===== src/rtl/random_number_gen.sv =====
// random_number_gen
//   Rolls a value while the button is held and publishes it on release.
//   The internal generator advances once per clock for every sampled high
//   button; on the ROLLING -> IDLE transition the generator value is latched
//   into random_number and announced with a one-cycle number_valid pulse.
//   The generator is either a wrapping counter (MODE=0) or a maximal-length
//   Fibonacci LFSR (MODE=1).
//
// Parameters
//   WIDTH      generator / output width (3..8 for the LFSR)
//   MAX_VALUE  counter-mode wrap limit (0..2^WIDTH-1)
//   MODE       0 = wrapping counter, 1 = Fibonacci LFSR
//   SEED       LFSR reset value; 0 is replaced by 1
//
// Ports
//   clock          in   system clock, rising edge active
//   reset          in   asynchronous, active-low reset
//   button         in   active-high roll request, synchronous to clock
//   random_number  out  last captured generator value (registered)
//   number_valid   out  one-cycle pulse when random_number updates
//   rolling        out  high while the FSM is in ROLLING
//   roll_count     out  completed rolls since reset, saturating at 255

module random_number_gen #(
    parameter int unsigned WIDTH     = 4,
    parameter int unsigned MAX_VALUE = 15,
    parameter int unsigned MODE      = 0,
    parameter int unsigned SEED      = 1
) (
    input  logic             clock,
    input  logic             reset,
    input  logic             button,
    output logic [WIDTH-1:0] random_number,
    output logic             number_valid,
    output logic             rolling,
    output logic [7:0]       roll_count
);

    // Feedback taps for a maximal-length sequence at each supported width.
    function automatic logic [31:0] tap_mask(input int unsigned w);
        case (w)
            3:       tap_mask = 32'h0000_0006;
            4:       tap_mask = 32'h0000_000C;
            5:       tap_mask = 32'h0000_0014;
            6:       tap_mask = 32'h0000_0030;
            7:       tap_mask = 32'h0000_0060;
            8:       tap_mask = 32'h0000_00B8;
            default: tap_mask = '0;
        endcase
    endfunction

    localparam logic [WIDTH-1:0] TAPS   = WIDTH'(tap_mask(WIDTH));
    localparam logic [WIDTH-1:0] MAX_W  = WIDTH'(MAX_VALUE);
    // An all-zero seed would lock the LFSR, so it is forced to 1.
    localparam logic [WIDTH-1:0] SEED_W = (WIDTH'(SEED) == '0) ? WIDTH'(1) : WIDTH'(SEED);
    localparam logic [WIDTH-1:0] GEN_RESET = (MODE == 1) ? SEED_W : '0;

    if (MODE > 1) begin : g_bad_mode
        $error("random_number_gen: MODE must be 0 or 1");
    end
    if (MODE == 1 && (WIDTH < 3 || WIDTH > 8)) begin : g_bad_width
        $error("random_number_gen: LFSR mode supports WIDTH 3..8 only");
    end
    if ((MAX_VALUE >> WIDTH) != 0) begin : g_bad_max
        $error("random_number_gen: MAX_VALUE exceeds 2^WIDTH-1");
    end

    typedef enum logic {
        IDLE    = 1'b0,
        ROLLING = 1'b1
    } state_t;

    state_t           state;
    state_t           state_next;
    logic             capture;
    logic [WIDTH-1:0] gen;
    logic [WIDTH-1:0] gen_next;

    // FSM next state and capture strobe.
    always_comb begin
        state_next = state;
        capture    = 1'b0;
        case (state)
            IDLE: begin
                if (button) begin
                    state_next = ROLLING;
                end
            end
            ROLLING: begin
                if (!button) begin
                    state_next = IDLE;
                    capture    = 1'b1;
                end
            end
            default: state_next = IDLE;
        endcase
    end

    // Generator successor value; applied only on edges that sample button=1.
    always_comb begin
        gen_next = gen;
        if (MODE == 1) begin
            gen_next = {gen[WIDTH-2:0], ^(gen & TAPS)};
        end else if (gen == MAX_W) begin
            gen_next = '0;
        end else begin
            gen_next = gen + WIDTH'(1);
        end
    end

    always_ff @(posedge clock or negedge reset) begin
        if (!reset) begin
            state <= IDLE;
        end else begin
            state <= state_next;
        end
    end

    always_ff @(posedge clock or negedge reset) begin
        if (!reset) begin
            gen <= GEN_RESET;
        end else if (button) begin
            gen <= gen_next;
        end
    end

    always_ff @(posedge clock or negedge reset) begin
        if (!reset) begin
            random_number <= '0;
            number_valid  <= 1'b0;
            roll_count    <= '0;
        end else begin
            number_valid <= 1'b0;
            if (capture) begin
                random_number <= gen;
                number_valid  <= 1'b1;
                if (roll_count != 8'hFF) begin
                    roll_count <= roll_count + 8'd1;
                end
            end
        end
    end

    assign rolling = (state == ROLLING);

endmodule

===== config.mk =====
export PLATFORM = sky130hd
export DESIGN_NAME = random_number_gen
export DESIGN_NICKNAME = d
export VERILOG_FILES = /design/src/rtl/random_number_gen.sv
export SDC_FILE = /design/constraint.sdc
export NUM_CORES = 1
export LEC_CHECK = 0
export BUFFER_PORTS_ARGS = -buffer_cell sky130_fd_sc_hd__buf_2
export CORE_MARGIN = 3
export CORE_UTILIZATION = 55
export CTS_BUF_LIST = sky130_fd_sc_hd__clkbuf_16
export DETAILED_ROUTE_END_ITERATION = 12
export PLACE_DENSITY = 0.8
export SYNTH_ARGS = -nofsm -noshare
export SYNTH_HDL_FRONTEND = slang
export SYNTH_SLANG_ARGS = --single-unit

===== constraint.sdc =====
create_clock -name clock -period 2.8 [get_ports clock]
set_clock_uncertainty 0.05 [all_clocks]
set_input_delay 0.28 -clock clock [delete_from_list [all_inputs] [get_ports clock]]
set_output_delay 0.28 -clock clock [all_outputs]
set_load 0.005 [all_outputs]

==> key figures <==
Clock network
  • CTS-repair resized insts: 0
  • Clk Tree Root Cell: clkbuf_16
  • Clock Latency Late Sink: 0.24 ns
  • Clock Path Buffers: 2
  • Post CTS Setup Buffer Count: 0
  • CTS tree: built
  • Reg clk slew, reported paths: ~0.050 ns
  • Clk sink count: 18
  • CTS Buf Count: 3
  • H-tree levels: 1

Worst setup path
  • WS Path Type: flop to flop
  • Slowest CP cell: dfrtp_1
  • Critical path's top delay family: simple AND/OR/NAND/NOR gates
  • Critical path data required time: 2.88 ns
  • Crit path DAT: about 1.7 ns
  • Worst-path fanout max: 4
  • Critical Path End Type: flop
  • Bufs and invs on worst path: 0
  • Crit-path cells: ha_1 > nand3_2 > nand2b_1 > nand2_1 > mux2_1
  • Critical path's largest stage delay: around 0.4 ns
  • Worst setup SP type: flop

Power
  • P_leak: between 0.4 and 0.5 nW
  • Power per cell area: 972 nW/µm²
  • Peak supply drop: 0.000578 V
  • Total power draw: 0.955 mW

Yosys
  • Syn_area_per_cell: 10.9 µm²
  • Post-synth cell types: 23
  • Cell taking the most area after synthesis: dfrtp_1
  • Post-Syn Area: 807 µm²
  • Cells after Synth: 74
  • Post-synth top cells: 18 x dfrtp_1, 16 x nand2_1, 5 x nand3_1
  • Most common cell in the netlist: dfrtp_1
  • Flops & latches, synth: 18
  • Share of the synthesized area in the top cell type: approximately 56%
  • Syn Nets: 79
  • Seq/Total Area, Yosys: between 50% and 60%
  • Synth area leaders: dfrtp_1 56%, nand2_1 7.4%, xnor2_1 3.3%
  • Post-synthesis async set-or-reset flop share: 100%
  • Post-synth EDFFs: 0
  • Yosys warnings: 0
  • Synth Flop Type: dfrtp_1

Global route
  • Antenna violations before repair: 0
  • Vias in the first global route: 617
  • Global-route wire length before repair: approximately 2600 µm
  • Largest net degree at the start of global routing: 19
  • Busiest grt layer: met2
  • Met3 Use GR: 4.47%
  • Total track usage: 18.6%
  • Grt met1 use: 23.2%
  • Grt ovf: 0
  • GR met2 Demand/Resource: roughly 27%

Placement
  • DP Worst Slack: roughly 1.2 ns
  • Placed insts: 104
  • Input/output buffers: 16
  • GP Congestion: 0.794
  • Hpwl dp: 1050 µm

Outcome
  • Outcome: finished clean

Timing
  • Final Worst Setup Slack: 1.21 ns
  • Least-Margin Pin Slew: 0.387 ns
  • Slew margin rel.: 74.2%
  • Setup TNS: 0 ns
  • Fin crit share: a little under three fifths
  • Fin. Hold Viols: 0
  • FMAX: 629 MHz
  • Setup violators final: 0
  • Unrepaired setup endpoints after global routing: false
  • Final Max Slew Viols: 0
  • Tmin final: 1.59 ns

Cells and area
  • Area Overhead vs Synth: 21.9%
  • Area occupied by registers: 450 µm²
  • Final-layout fill cell count: 94
  • Final net count: 100
  • Non-Filler Instances: 109
  • N_diodes: 0
  • Layout cell share with drive strength beyond 1: 27.7%
  • Multi-input combinational cell area: 335 µm²

Drt
  • Routed vias: 613
  • Number of remaining DRC errors: 0
  • Final WL: between 1500 and 2000 µm
  • ANT nets after route: 0
  • Initial DRC Count: 21
  • Via/cell ratio: 5.62
  • Avg WL per Cell: ~14 µm
  • DR pass1 iterations: 4

Floorplanning
  • IO Pins: 17
  • Die X: 44.3 µm
  • Row Count: 13
  • Initial core utilization: 60.5%
  • Die H: ~44 µm
  • Core Box Area: between 1000 and 1500 µm²
  • Die Area: 1960 µm²

Run
  • Max cap viols: 0

Min path
  • Worst Hold Class: input port to flop
[layer usage]
layer	share of wire [%]	wire length [µm]
met5	0	0
met4	2.9	45
met1	47	729
met2	45	696
met3	4.8	74
[path summary, 6_finish.rpt]
| check | from | end | slack [ns] | cells after the start |
|---|---|---|---|---|
| min | button | rolling$_DFF_PN0_ | 0.18 | 1 |
| max reg2reg | roll_count[0]$_DFFE_PN0P_ | roll_count[1]$_DFFE_PN0P_ | 1.21 | 5 |
| max | roll_count[0]$_DFFE_PN0P_ | roll_count[1]$_DFFE_PN0P_ | 1.21 | 5 |
| min in group asynchronous | reset | random_number[3]$_DFFE_PN0P_ | 0.44 | 2 |
| min reg2reg | random_number[3]$_DFFE_PN0P_ | random_number[3]$_DFFE_PN0P_ | 0.42 | 2 |
| max in group asynchronous | reset | rolling$_DFF_PN0_ | 1.98 | 2 |
[kinds of logic after synthesis]
| family | after synthesis | share of synthesized area [%] |
|---|---|---|
| AND/OR/NAND/NOR | 36 | 23.9 |
| flip-flops | 18 | 55.8 |
| AO/OA/AOI/OAI | 8 | 5.27 |
| multiplexers | 4 | 6.05 |
| XOR/XNOR | 3 | 3.26 |
| buffers and inverters | 3 | 2.64 |
| adder cells (fa/ha/maj) | 2 | 3.10 |
[per-stage QoR]
stage          area (µm²)  utilization (%)  hold WS [ns]
4_1_cts               983             73.7         0.181
5_1_grt               983             73.7         0.182
6_report              983             73.7         0.184
2_1_floorplan         807                -       -0.0656
3_3_place_gp          895             67.1         0.175
3_5_place_dp          895             67.1         0.175
[power breakdown]
group | internal, mW | leakage, nW | total (mW) | switching [mW]
Clock | 0.189 | 0.0385 | 0.279 | 0.0891
Combinational | 0.118 | 0.210 | 0.233 | 0.114
Sequential | 0.346 | 0.223 | 0.444 | 0.0981
[worst reg2reg max path, stage by stage, from the launching register on]
cell and delay (ns):
dfrtp_1 0.40, ha_1 0.25, nand3_2 0.14, nand2b_1 0.19, nand2_1 0.12, mux2_1 0.33
[cell type report]
type,instances,share of cell area [%]
sequential,18,45.8
multi-input combinational,53,34.1
timing repair buffer,17,9.16
clock buffer,3,7.63
tap,15,1.91
inverter,2,1.02
clock inverter,1,0.382
[registers in the layout (all words and copies together), names as in the netlist]
name           cells
roll_count         8
gen                4
random_number      4
number_valid       1
rolling            1
[cells in the final DEF, fill, tap and decap left out, drive strengths merged]
cell         Yosys  layout
a21oi            3       3
and4             2       2
buf              1      16
clkbuf           0       3
clkinv           0       1
dfrtp           18      18
dlygate4sd3      0       1
ha               2       2
inv              2       2
mux2             4       4
nand2           16      16
nand2b           3       3
nand3            6       6
nand4            3       3
nor2             4       4
nor3             2       2
o21a             1       1
o21ai            4       4
xnor2            3       3
[repair_timing]
action	4_1_cts	5_1_grt
hold buffers	1	0
hold endpoints to repair	18	0
endpoints found under the setup margin	0	0
(Power assumes the default switching activity.)
